`config.mk`:
```
export PLATFORM = sky130hd
export DESIGN_NAME = dac_writer
export DESIGN_NICKNAME = d
export VERILOG_FILES = /design/src/rtl/dac_writer.sv
export SDC_FILE = /design/constraint.sdc
export NUM_CORES = 1
export LEC_CHECK = 0
export CORE_AREA = 5 5 66 68
export DETAILED_ROUTE_END_ITERATION = 16
export DIE_AREA = 0 0 71 73
export GPL_TIMING_DRIVEN = 0
export PLACE_DENSITY = 0.83
export SETUP_SLACK_MARGIN = 0.5
export SLEW_MARGIN = 15
export SYNTH_ARGS = -nofsm -noshare
export SYNTH_HDL_FRONTEND = slang
export SYNTH_SLANG_ARGS = --single-unit
```
`constraint.sdc`:
```
create_clock -name clk -period 5.04 [get_ports clk]
set_input_delay 0.756 -clock clk [delete_from_list [all_inputs] [get_ports clk]]
set_output_delay 0.756 -clock clk [all_outputs]
set_load 0.05 [all_outputs]
```
`src/rtl/dac_writer.sv`:
```
// Serializes {2'b00, pd, data} as a 16-bit SYNC-framed word, MSB first, on registered sync/sclk/sdin.
// Latency: a write accepted while idle drives sync low on the next cycle; a frame lasts 32*HALF_PERIOD cycles.
// Backpressure: none; one pending entry is held while busy, and a second write overwrites it and flags overrun.
module dac_writer #(
  parameter int HALF_PERIOD = 10,
  parameter int GAP_HALVES  = 2
) (
  input  logic        clk,
  input  logic        reset,
  input  logic        write,
  input  logic [11:0] data,
  input  logic [1:0]  pd,
  input  logic        overrun_clr,
  output logic        sync,
  output logic        sclk,
  output logic        sdin,
  output logic        busy,
  output logic        write_done,
  output logic        overrun
);

  localparam logic [1:0] ST_IDLE  = 2'd0;
  localparam logic [1:0] ST_SHIFT = 2'd1;
  localparam logic [1:0] ST_GAP   = 2'd2;

  localparam int BIT_LEN = 2 * HALF_PERIOD;
  localparam int GAP_LEN = GAP_HALVES * HALF_PERIOD;
  localparam int MAX_LEN = (BIT_LEN > GAP_LEN) ? BIT_LEN : GAP_LEN;
  localparam int CW      = $clog2(MAX_LEN);

  localparam logic [CW-1:0] HALF_END = CW'(HALF_PERIOD - 1);
  localparam logic [CW-1:0] BIT_END  = CW'(BIT_LEN - 1);
  localparam logic [CW-1:0] GAP_END  = CW'(GAP_LEN - 1);

  logic [1:0]    state;
  logic [CW-1:0] cnt;        // cycle position within the current bit or gap
  logic [3:0]    bit_idx;    // index of the bit currently on sdin
  logic [15:0]   frame;
  logic [13:0]   pend_word;
  logic          pend_valid;

  logic [15:0] in_frame;
  logic [15:0] pend_frame;
  logic [3:0]  next_idx;
  logic        gap_done;
  logic        launch_pend;
  logic        queue_write;

  assign in_frame    = {2'b00, pd, data};
  assign pend_frame  = {2'b00, pend_word};
  assign next_idx    = bit_idx - 4'd1;
  assign busy        = (state != ST_IDLE);
  assign gap_done    = (state == ST_GAP) && (cnt == GAP_END);
  assign launch_pend = gap_done && pend_valid;
  assign queue_write = busy && write;

  // Frame sequencer: drives sync/sclk/sdin and the done pulse.
  always_ff @(posedge clk) begin
    if (reset) begin
      state      <= ST_IDLE;
      cnt        <= '0;
      bit_idx    <= 4'd0;
      frame      <= 16'd0;
      sync       <= 1'b1;
      sclk       <= 1'b1;
      sdin       <= 1'b0;
      write_done <= 1'b0;
    end else begin
      write_done <= 1'b0;
      case (state)
        ST_IDLE: begin
          if (write) begin
            frame   <= in_frame;
            state   <= ST_SHIFT;
            cnt     <= '0;
            bit_idx <= 4'd15;
            sync    <= 1'b0;
            sclk    <= 1'b1;
            sdin    <= in_frame[15];
          end
        end
        ST_SHIFT: begin
          if (cnt == BIT_END) begin
            // sclk rises here; next bit goes out on the same edge
            cnt  <= '0;
            sclk <= 1'b1;
            if (bit_idx == 4'd0) begin
              state <= ST_GAP;
              sync  <= 1'b1;
              sdin  <= 1'b0;
            end else begin
              bit_idx <= next_idx;
              sdin    <= frame[next_idx];
            end
          end else begin
            if (cnt == HALF_END) begin
              sclk <= 1'b0;
            end
            cnt <= cnt + 1'b1;
          end
        end
        ST_GAP: begin
          if (cnt == GAP_END) begin
            write_done <= 1'b1;
            cnt        <= '0;
            if (pend_valid) begin
              frame   <= pend_frame;
              state   <= ST_SHIFT;
              bit_idx <= 4'd15;
              sync    <= 1'b0;
              sclk    <= 1'b1;
              sdin    <= pend_frame[15];
            end else begin
              state <= ST_IDLE;
            end
          end else begin
            cnt <= cnt + 1'b1;
          end
        end
        default: begin
          state <= ST_IDLE;
          cnt   <= '0;
          sync  <= 1'b1;
          sclk  <= 1'b1;
          sdin  <= 1'b0;
        end
      endcase
    end
  end

  // One-entry holding register for writes that arrive while busy.
  always_ff @(posedge clk) begin
    if (reset) begin
      pend_word  <= 14'd0;
      pend_valid <= 1'b0;
    end else if (queue_write) begin
      pend_word  <= {pd, data};
      pend_valid <= 1'b1;
    end else if (launch_pend) begin
      pend_valid <= 1'b0;
    end
  end

  // Sticky overrun: an unlaunched pending entry was replaced; set beats clear.
  always_ff @(posedge clk) begin
    if (reset) begin
      overrun <= 1'b0;
    end else if (queue_write && pend_valid && !launch_pend) begin
      overrun <= 1'b1;
    end else if (overrun_clr) begin
      overrun <= 1'b0;
    end
  end

endmodule
```
# Word-level counts from Yosys, hierarchy flattened
# Cells that the tools add are included.
# op_classes
muxes	41
bitwise	1
n_addsub	2
order_cmp	1
eq_ne	11
reduce_logical	21
# ops
op	count
2-to-1 mux 16 bit	3
one-hot mux 16 bit (2 select lines)	1
2-to-1 mux 4 bit	5
2-to-1 mux 1 bit	19
AND reduction 4 bit	4
one-hot mux 4 bit (3 select lines)	1
2-to-1 mux 5 bit	2
!= test 2 bit, second input constant	5
one-hot mux 5 bit (2 select lines)	1
one-hot mux 1 bit (3 select lines)	3
2-to-1 mux 2 bit	4
nonzero test 2 bit	4
one-hot mux 2 bit (3 select lines)	1
AND reduction 6 bit	1
adder 5 x 1 -> 5 bit, second input constant	1
equality test 5 x 4 -> 1 bit, second input constant	1
equality test 5 bit, second input constant	1
logical AND 1 bit	5
less-than comparator 4 x 5 -> 1 bit, second input constant	1
AND reduction 5 bit	1
binary-select mux 1 bit (select 4 bit)	1
zero test 4 bit	1
OR reduction 2 bit	2
subtractor 4 x 1 -> 4 bit, second input constant	1
other kinds (8)	8
# totals
regBits	47
out_inout_bits	6
inputBits	18

# Logic depth before layout (Yosys ltp)
# Gate-level depths: netlist (run 1).
# depth
depth_word	6
ltp_mapped	9

# Worst setup path before layout (run 1)
# OpenSTA, ideal clock, no wires.
# synth_timing
path_kind	in2reg
startpoint	input write
endpoint	register frame[12]
path_stages	6
setup_slack_ps	3237
arrival_time_ps	1717
n_path_buf	2
setup_time_ps	86
path_cell_list	and2b_1 o31ai_2 buf_4 buf_6 nor2_1 a211oi_1
# synth_between
elab_chain_cells	2
# synth_lines
element	line_no	text
start, declared	10	input logic write,
!= test 2 bit (no line)	--	
AND reduction 4 bit (no line)	--	
end signal, assigned	73	frame <= in_frame;
end signal, assigned	107	frame <= pend_frame;
end, declared	38	logic [15:0] frame;
# Every way passes these cells.
# A chain may end at the register's enable or synchronous reset.

# Final worst setup path (run 1)
# layout_timing
startpoint	register state[0]
endpoint	output busy
# layout_between
elab_chain_cells	1
# layout_lines
element	line_no	text
start, declared	35	logic [1:0] state;
start signal, assigned	60	state <= ST_IDLE;
start signal, assigned	74	state <= ST_SHIFT;
start signal, assigned	88	state <= ST_GAP;
nonzero test 2 bit	52	assign busy = (state != ST_IDLE);
end, declared	17	output logic busy,
# Every way passes these cells.

==> impl_results.md, run 1 <==
* Congestion Overflow GR at 0
* Worst-Margin Slew at 0.5389 ns
* Post-Layout Inst Area at 0.002564 sq mm
* PortBufs at 23
* DP Wirelength at 3.087 mm
* Max incr delay on CP at 0.81 ns
* CTS tree: built
* Top post-synthesis cells by area: dfxtp_1, mux2i_1, nand2_1
* Initial antenna violation count at 0
* Post-Syn Area at 0.002156 sq mm
* Hold_ws at 0.4585 ns
* Fin crit share at 0.5482
* Most frequent cell after synthesis: dfxtp_1
* Largest net degree at the start of global routing at 16
* # DRC at 0
* Setup bufs post-CTS at 0
* CP startpoint kind: flip-flop
* Final hold vios at 0
* All-Layer GR Usage at 0.1718
* Vias in the first global route at 1,533
* Die X at 71 um
* Multiplexer area fraction after synthesis at 0.1196
* Net Count, Synth at 263
* # Max-Cap Violations at 0
* Via-to-Cell Ratio at 5.431
* Row count at 23
* Post-Synth Adder-Cell Area at 0.04643
* CP Class: flip-flop to primary output
* Reg clk slew, reported paths at 0.08 ns
* Avg Cell Area, Syn at 9.096 sq um
* Register area share after synthesis at 0.4179
* Max clock buf depth at 2
* DR pass1 iterations at 4
* CTS Buf Count at 5
* Worst-Skew Late Latency at 0.30 ns
* Compound-gate portion of the synthesized area at 0.1492
* Most area-hungry cell type in the Yosys netlist: dfxtp_1
* Reg area at 900.9 sq um
* Max-Slew Margin vs Limit at 0.6407
* First-pass GRT wire length at 7.072 mm
* Share of cells above drive strength 1 at 0.07836
* Maximum clock rate at 0.3619 GHz
* WL/cell at 13.28 um
* Setup TNS at 0 ns
* Synth top cells by count: dfxtp_1, nand2_1, nor2_1, a211oi_1
* Largest family of logic cells by synthesized area: simple AND/OR/NAND/NOR gates
* Max-slew violation count at 0
* Top cell type's share of synthesized area at 0.4179
* Arrival time worst endpoint at 2.01 ns
* Worst Path Max Fanout at 6
* Post-cts gate resize count at 0
* Initial DRC Count at 97
* Crit-path leading delay family: buffers and inverters
* Most frequent cell on the critical path: inv_1
* ANT cells at 0
* DRT Wirelength at 4.222 mm
* DIE HEIGHT at 73 um
* Nets at 293
* Setup skew after layout at 0.005674 ns
* Ys Warns at 0
* PwrDens at 502.6 mW/mm^2
* Worst path slowest cell: clkdlybuf4s50_1
* CTS Root Cell: clkbuf_8
* Initial core utilization at 0.5675
* Synth Flop Type: dfxtp_1
* Yosys reg bits at 45
* ANT nets after route at 0
* Synth Area in Simple Gates at 0.1904
* Leak at 0.0009921 uW
* Peak supply drop at 0.0002808 V
* EDFF count, synth at 0
* Post-CTS Hold Buffers at 0
* Cell variety after synth at 45
* Clk sinks at 45
* IO Pins at 24
* Run status: complete, no violations
* Placed Area at 0.002449 sq mm
* Via count at 1,727
* P&R area growth vs syn at 18.92%
* H-tree levels at 2
* RSZ-0062 raised after global routing: no
* Worst path cell trace: inv_1 -> ha_1 -> inv_1 -> clkdlybuf4s50_1
* FILL cells at 308
* CP Capture Type: primary output
* Post-layout min period at 2.763 ns
* Setup-violating endpoint count in the final report at 0
* Synth Area in XOR/XNOR at 0.02438
* WP data required at 4.28 ns
* Post-Syn Instances at 237
* Worst min-delay path class: flip-flop to flip-flop
* CORE AREA at 0.003799 sq mm
* Crit path buf inv count at 3
* Area occupied by multi-input gates at 0.001142 sq mm
* Die area at 0.005183 sq mm
* Placer congestion estimate at 0.8451
* Asr flop ratio synth at 0
## placed cells by master (no fill, tap or decap), types with 4 or more instances in the layout
cell type and n:
a211oi_1 17, clkbuf_8 5, a21oi_1 16, nor2_1 27, mux2i_1 16, clkdlybuf4s50_1 23, clkbuf_1 6, nand2_1 36
inv_1 10, ha_1 8, dfxtp_1 45, xor2_1 4
## through the flow
stage	power, uW	setup slack (ns)	util	std cells
finish	1288	2.277	0.6749	318
global route	1368	2.175	0.6749	318
CTS	1297	2.269	0.6749	318
detailed placement	1019	2.509	0.6446	310
global placement	1005	2.545	0.6446	310
floorplan	897.0	3.237	-	237
## worst paths after layout
check                             startpoint           end  slack (ns)  depth (start not counted)
worst min-delay path            pend_word[9]  pend_word[9]        0.46                          2
worst max register to register      state[0]      frame[5]        3.07                          7
worst min register to register  pend_word[9]  pend_word[9]        0.46                          2
worst max-delay path                state[0]          busy        2.28                          4
## worst register-to-register path, stage by stage (launching register included)
cell      delay, ns
dfxtp_1        0.42
inv_1          0.09
ha_1           0.28
and2b_1        0.24
o31ai_2        0.25
buf_4          0.21
buf_2          0.24
a211oi_1       0.11
## layout make-up
type                       count  share of cell area
timing repair buffer          23             0.08980
inverter                      10             0.01464
tap                           50             0.02440
buffer                        14             0.02928
multi-input combinational    168              0.4456
sequential                    45              0.3514
clock inverter                 3             0.01806
clock buffer                   5             0.02684
## layer usage
| metal | track usage | vias up | routed length [um] |
|---|---|---|---|
| met3 | 0.04270 | 4 | 140 |
| met4 | 0.05637 | 0 | 52 |
| met2 | 0.2781 | 32 | 1954 |
| met5 | 0 | - | 0 |
| met1 | 0.2254 | 805 | 2074 |
| li1 | - | 886 | - |
## power by group
| part | leakage [uW] | internal [uW] | switching (uW) |
|---|---|---|---|
| Combinational | 0.000569 | 231 | 289 |
| Clock | 0.0000543 | 148 | 127 |
| Sequential | 0.000369 | 438 | 55.2 |
| Total | 0.000992 | 817 | 471 |
## registers in the layout (all words and copies together), names as in the netlist
name        cells
bit_idx         4
cnt             5
frame          14
overrun         1
pend_valid      1
pend_word      14
sclk            1
sdin            1
state           2
sync            1
write_done      1
## cells by family after synthesis
kind of cell | Yosys count
AO/OA/AOI/OAI | 46
XOR/XNOR | 6
buffers and inverters | 24
flip-flops | 45
multiplexers | 21
adder cells (fa/ha/maj) | 8
AND/OR/NAND/NOR | 87
No activity file was read; power rests on OpenSTA's default activity.
==> run 2, diff against run 1 <==
- CORE_AREA: 5 5 66 68 -> 5 5 69 71
- DIE_AREA: 0 0 71 73 -> 0 0 74 76
- PLACE_DENSITY: 0.83 -> 0.76
- clock period: 5.04 -> 2.75 ns (I/O delays scaled with it)
==> run 2 against run 1 <==
  * Non-clock buffer count is the same
  * Core utilization shrank 6.3 points
  * Die area rose by 8.5%
  * Clock power rose by 61%
  * Cell area shrank 0.44%
  * Via count shrank 2.5%
  * Sequential cell count unchanged
  * Routed wire length increased by 0.38%
  * Critical endpoint unchanged
==> impl_results.md, run 2 (synthesized netlist as in run 1, its figures left out) <==
* Run status: complete, no violations
* Setup skew after layout at 0.004962 ns (-0.0007114 ns)
* First-pass GRT wire length at 7.320 mm (+3.5%)
* Final Util at 0.6115 (-0.06339)
* Initial antenna violation count at 0 (unchanged)
* Initial DRC Count at 94 (-3.1%)
* Setup bufs post-CTS at 0 (unchanged)
* WL/cell at 13.24 um (-0.25%)
* Worst min-delay path class: flip-flop to flip-flop
* Final Worst Setup Slack at 0.6405 ns (-1.636 ns)
* Worst path slowest cell: clkdlybuf4s15_1
* CP Capture Type: primary output
* Max-Slew Margin vs Limit at 0.6609 (+0.02014)
* Worst Path Max Fanout at 6 (unchanged)
* Largest net degree at the start of global routing at 14 (-2)
* Maximum clock rate at 0.4740 GHz
* Vias in the first global route at 1,603 (+4.6%)
* Largest regs: frame (14), pend_word (14), cnt (5)
* Share of cells above drive strength 1 at 0.07836 (unchanged)
* Final hold vios at 0 (unchanged)
* Reg area at 900.9 sq um (unchanged)
* Post-Layout Inst Area at 0.002552 sq mm (-0.44%)
* Arrival time worst endpoint at 1.70 ns (-0.31 ns)
* DIE HEIGHT at 76 um (+4.1%)
* DR pass1 iterations at 4 (unchanged)
* DP Wirelength at 3.152 mm (+2.1%)
* Placer congestion estimate at 0.8654 (+2.4%)
* Congestion Overflow GR at 0 (unchanged)
* CP Class: flip-flop to primary output
* Clock power share at 0.193 (-0.021)
* PortBufs at 23 (unchanged)
* ANT cells at 0 (unchanged)
* Worst path cell trace: inv_1 -> ha_1 -> inv_1 -> clkdlybuf4s15_1
* Leak at 0.0009929 uW (about the same)
* IO Pins at 24 (unchanged)
* Power Total at 2299 uW (+78%)
* Comb power frac at 0.414 (+0.011)
* Max incr delay on CP at 0.51 ns (-0.30 ns)
* Via-to-Cell Ratio at 5.263 (-3.1%)
* RSZ-0062 raised after global routing: no
* Worst-Margin Slew at 0.5087 ns (-0.03021 ns)
* Pre-CTS setup slack at 0.5448 ns (-1.965 ns)
* P&R area growth vs syn at 18.40%
* Most frequent cell on the critical path: inv_1
* Die area at 0.005624 sq mm (+8.5%)
* Placed Area at 0.002451 sq mm (+0.10%)
* Peak supply drop at 0.0005953 V (+110%)
* CORE AREA at 0.004174 sq mm (+9.9%)
* Setup-violating endpoint count in the final report at 0 (unchanged)
* Most common cell after layout, fill and taps aside: dfxtp_1
* Max clock buf depth at 2 (unchanged)
* CTS Root Cell: clkbuf_8
* Die X at 74 um (+4.2%)
* CP startpoint kind: flip-flop
* Post-cts gate resize count at 1 (+1)
* Clk sinks at 45 (unchanged)
* CTS Buf Count at 5 (unchanged)
* Post-CTS Hold Buffers at 0 (unchanged)
* All-Layer GR Usage at 0.1649 (-0.006861)
* Flop pwr share at 0.393 (+0.010)
* Pint at 1449 uW (+77%)
* Worst-Skew Late Latency at 0.29 ns (about the same)
* Via count at 1,684 (-2.5%)
* Fin crit share at 0.7671
* Most frequent cells in the layout: dfxtp_1, nand2_1, nor2_1, clkdlybuf4s50_1, a211oi_1
* Area occupied by multi-input gates at 0.001142 sq mm (unchanged)
* H-tree levels at 2 (unchanged)
* Post-layout min period at 2.110 ns
* Row count at 24 (+4.3%)
* # DRC at 0 (unchanged)
* # Max-Cap Violations at 0 (unchanged)
* Psw at 850.3 uW (+80%)
* Setup TNS at 0 ns (unchanged)
* Reg clk slew, reported paths at 0.08 ns (about the same)
* Max-slew violation count at 0 (unchanged)
* Sw Share at 0.3698 (+0.004151)
* CTS tree: built
* ANT nets after route at 0 (unchanged)
* PwrDens at 900.7 mW/mm^2 (+79%)
* DRT Wirelength at 4.238 mm (+0.38%)
* Initial core utilization at 0.5165 (-0.05104)
* FILL cells at 365 (+19%)
* Nets at 293 (unchanged)
* WP data required at 2.34 ns (-1.94 ns)
## run 2: layout make-up
type	instances	share of cell area
plain buffers	14	0.02941
well taps	52	0.02549
flip-flops and latches	45	0.3529
clock buffers	7	0.03775
inverters	10	0.01471
multi-input cells	168	0.4476
repair buffers	23	0.09020
clock inverters	1	0.001961
## run 2: path summary, 6_finish.rpt
kind / start / to / slack, ns / depth (start not counted)
hold / removal: pend_word[3] / pend_word[3] / 0.46 / 2
setup / recovery: state[0] / busy / 0.64 / 4
setup reg to reg: state[0] / frame[11] / 0.76 / 8
hold reg to reg: pend_word[3] / pend_word[3] / 0.46 / 2
## run 2: critical path, delay by kind of cell (launching register included)
kind,cells,cell delay [ns]
adders and majority gates,1,0.27
DFF,1,0.41
buffers and inverters,3,0.72
## run 2: power by group through the flow
| stage | logic, uW | registers, uW | clock network, uW |
|---|---|---|---|
| 3_3_place_gp | 941 | 910 | 0 |
| 2_1_floorplan | 729 | 915 | 0 |
| 6_report | 952 | 903 | 444 |
| 3_5_place_dp | 955 | 917 | 0 |
| 4_1_cts | 954 | 903 | 457 |
| 5_1_grt | 1060 | 925 | 487 |
## run 2: routing by layer
metal,global-route usage,share of wire,up-vias
li1,-,-,884
met1,0.2256,0.49,773
met2,0.2527,0.46,22
met3,0.04354,0.032,5
met4,0.04891,0.013,0
met5,0,0,-
## run 2: stage by stage
step           hold WS (ns)  std cells
2_1_floorplan        0.4360        237
3_3_place_gp         0.4409        312
3_5_place_dp         0.4476        312
4_1_cts              0.4592        320
5_1_grt              0.4759        320
6_report             0.4569        320
==> run 3, diff against run 2 <==
- CORE_AREA: 5 5 69 71 -> 5 5 72 74
- DIE_AREA: 0 0 74 76 -> 0 0 77 79
- PLACE_DENSITY: 0.76 -> 0.73
- clock period: 2.75 -> 1.9 ns (I/O delays scaled with it)
==> run 3 against run 2 <==
  * Sequential share of layout area down 8.5 points
  * Count of clock-buffer cells in the layout down 1
  * Routed wire length up 45%
  * Sequential cell count unchanged
  * Non-clock buffer count up 26
  * Combinational power rose to 2.7 times the previous value
  * Highest routed layer unchanged
  * Clock skew up 0.0046 ns
  * Critical endpoint is now sdin
  * Register-to-register slack worse by 0.67 ns
  * Die area up 8.2%
  * First-iteration DRC count up 19%
==> impl_results.md, run 3 (synthesized netlist as in run 1, its figures left out) <==
* Run status: complete, no violations
* Crit path launch: cnt[0]
* Met3 layer wire length in the routed design at 181 um (+34%)
* Worst path cell trace: ha_4 -> and4bb_1 -> o21ai_2 -> a21o_1 -> and2_1 -> o311a_1
* Leak at 0.001361 uW (+37%)
* Worst Path Max Fanout at 4 (-2)
* Final hold vios at 0 (unchanged)
* DP Wirelength at 3.201 mm (+1.5%)
* CTS tree: built
* Reg2Reg Launch Point: cnt[0]
* Maximum clock rate at 0.5522 GHz
* DRT Wirelength at 6.162 mm (+45%)
* First-pass GRT wire length at 8.438 mm (+15%)
* R2r endpoint: sdin
* Max-slew violation count at 0 (unchanged)
* CP startpoint kind: flip-flop
* FILL cells at 270 (-26%)
* CTS Buf Count at 5 (unchanged)
* Worst-Margin Slew at 0.4612 ns (-0.04749 ns)
* Setup skew after layout at 0.009597 ns (+0.004635 ns)
* WL/cell at 17.71 um (+34%)
* Share of cells above drive strength 1 at 0.4456 (+0.3672)
* Arrival time worst endpoint at 2.01 ns (+0.31 ns)
* CTS Root Cell: clkbuf_8
* Met2 wire length at 3.034 mm (+55%)
* Die X at 77 um (+4.1%)
* Max incr delay on CP at 0.39 ns (-0.12 ns)
* Via count at 1,963 (+17%)
* Initial antenna violation count at 0 (unchanged)
* CP endpoint: sdin
* CP Depth at 6 (+2)
* Most common cell after layout, fill and taps aside: dfxtp_1
* Peak supply drop at 0.0009764 V (+64%)
* ANT nets after route at 0 (unchanged)
* All-Layer GR Usage at 0.1689 (+0.004015)
* Nets at 319 (+8.9%)
* Congestion Overflow GR at 0 (unchanged)
* Via-to-Cell Ratio at 5.641 (+7.2%)
* ANT cells at 0 (unchanged)
* PwrDens at 1376 mW/mm^2 (+53%)
* Worst min-delay path class: flip-flop to flip-flop
* Initial DRC Count at 112 (+19%)
* Post-layout min period at 1.811 ns
* Row count at 25 (+4.2%)
* Most frequent cells in the layout: dfxtp_1, nand2_1, nor2_1, mux2i_1, clkdlybuf4s50_1
* DIE HEIGHT at 79 um (+3.9%)
* Post-CTS Hold Buffers at 0 (unchanged)
* Max clock buf depth at 2 (unchanged)
* Met1 WL at 2.834 mm (+35%)
* Top Layer Used: met4
* CP Capture Type: flip-flop
* CORE AREA at 0.004536 sq mm (+8.7%)
* Worst-Skew Late Latency at 0.30 ns (about the same)
* Largest regs: frame (14), pend_word (14), cnt (5)
* Worst path slowest cell: dfxtp_2
* PortBufs at 23 (unchanged)
* # DRC at 0 (unchanged)
* Initial core utilization at 0.4753 (-0.04118)
* Depth of the worst register-to-register path at 6 (-2)
* P&R area growth vs syn at 57.69%
* Setup-violating endpoint count in the final report at 0 (unchanged)
* DR pass1 iterations at 4 (unchanged)
* WP data required at 2.10 ns (-0.24 ns)
* # Max-Cap Violations at 0 (unchanged)
* Fin crit share at 0.9531
* CP Class: flip-flop to flip-flop
* Crit-path leading delay family: compound AO/OA/AOI/OAI gates
* R2R setup slack at 0.09 ns (-0.67 ns)
* H-tree levels at 2 (unchanged)
* Final Util at 0.7495 (+0.1380)
* Clk sinks at 45 (unchanged)
* Die area at 0.006083 sq mm (+8.2%)
* IO Pins at 24 (unchanged)
* Power Total at 4679 uW (+100%)
* RSZ-0062 raised after global routing: yes
* Reg clk slew, reported paths at 0.09 ns (about the same)
* Largest net degree at the start of global routing at 15 (+1)
* Vias in the first global route at 1,800 (+12%)
* Max-Slew Margin vs Limit at 0.6903 (+0.02945)
* Placer congestion estimate at 0.8216 (-5.1%)
* Crit path buf inv count at 0 (-3)
## run 3: cell count changes in the layout (fill, tap and decap cells not counted), sizes merged
cell           previous run  this run
buf                       8        36
bufinv                    0         1
clkbuf                   13        12
clkdlybuf4s15             1         4
clkdlybuf4s50            22        16
clkinvlp                  0         1
dlygate4sd2               0         1
inv                      10         9
## run 3: what timing repair did
| action | CTS | global route |
|---|---|---|
| cloned | 1 | 3 |
| endpoints found under the setup margin | 47 | 40 |
| buffers inserted | 16 | 6 |
| gates resized for setup | 56 | 67 |
| hold endpoints to repair | 0 | 0 |
| pin swaps | 16 | 23 |
## run 3: worst register-to-register path, cell delays in order, from the launching register on
cell,delay (ns)
dfxtp_2,0.39
ha_4,0.18
and4bb_1,0.29
o21ai_2,0.12
a21o_1,0.24
and2_1,0.17
o311a_1,0.33
## run 3: layout make-up
| type | count | area, sq um | share of cell area |
|---|---|---|---|
| Tap cell | 54 | 67.56 | 0.01987 |
| Clock inverter | 2 | 38.79 | 0.01141 |
| Inverter | 10 | 48.80 | 0.01435 |
| Clock buffer | 6 | 72.57 | 0.02135 |
| Sequential cell | 45 | 912.1 | 0.2683 |
| Multi-Input combinational cell | 168 | 1533 | 0.4509 |
| Timing Repair Buffer | 49 | 556.8 | 0.1638 |
| Buffer | 14 | 170.2 | 0.05006 |
## run 3: routing by layer
metal,global-route usage,up-vias
li1,-,941
met1,0.2205,974
met2,0.2852,40
met3,0.03288,8
met4,0.04639,0
met5,0,-
## run 3: worst min path at each step
| stage | from | end | slack (ns) | cells past startpoint |
|---|---|---|---|---|
| finish | pend_word[13] | pend_word[13] | 0.46 | 2 |
| global route | pend_word[13] | pend_word[13] | 0.48 | 2 |
| CTS | pend_word[13] | pend_word[13] | 0.46 | 2 |
| detailed placement | pend_word[13] | pend_word[13] | 0.45 | 2 |
| global placement | pend_word[1] | pend_word[1] | 0.44 | 2 |
| floorplan | reset | sclk | 0.42 | 2 |
## run 3: through the flow
stage	cells	cell area, sq um	setup slack [ns]	TNS (ns)	hold slack, ns
global route	348	3400	0.01287	0	0.4836
floorplan	237	2313	0.1905	0	0.4162
detailed placement	314	2611	-0.1405	-1.541	0.4461
finish	348	3400	0.08902	0	0.4603
global placement	314	2611	-0.09853	-1.823	0.4416
CTS	339	3013	0.1220	0	0.4586
## run 3: where the power goes
group	internal (uW)	switching, uW
sequential	1180	203
clock	395	345
combinational	1320	1240
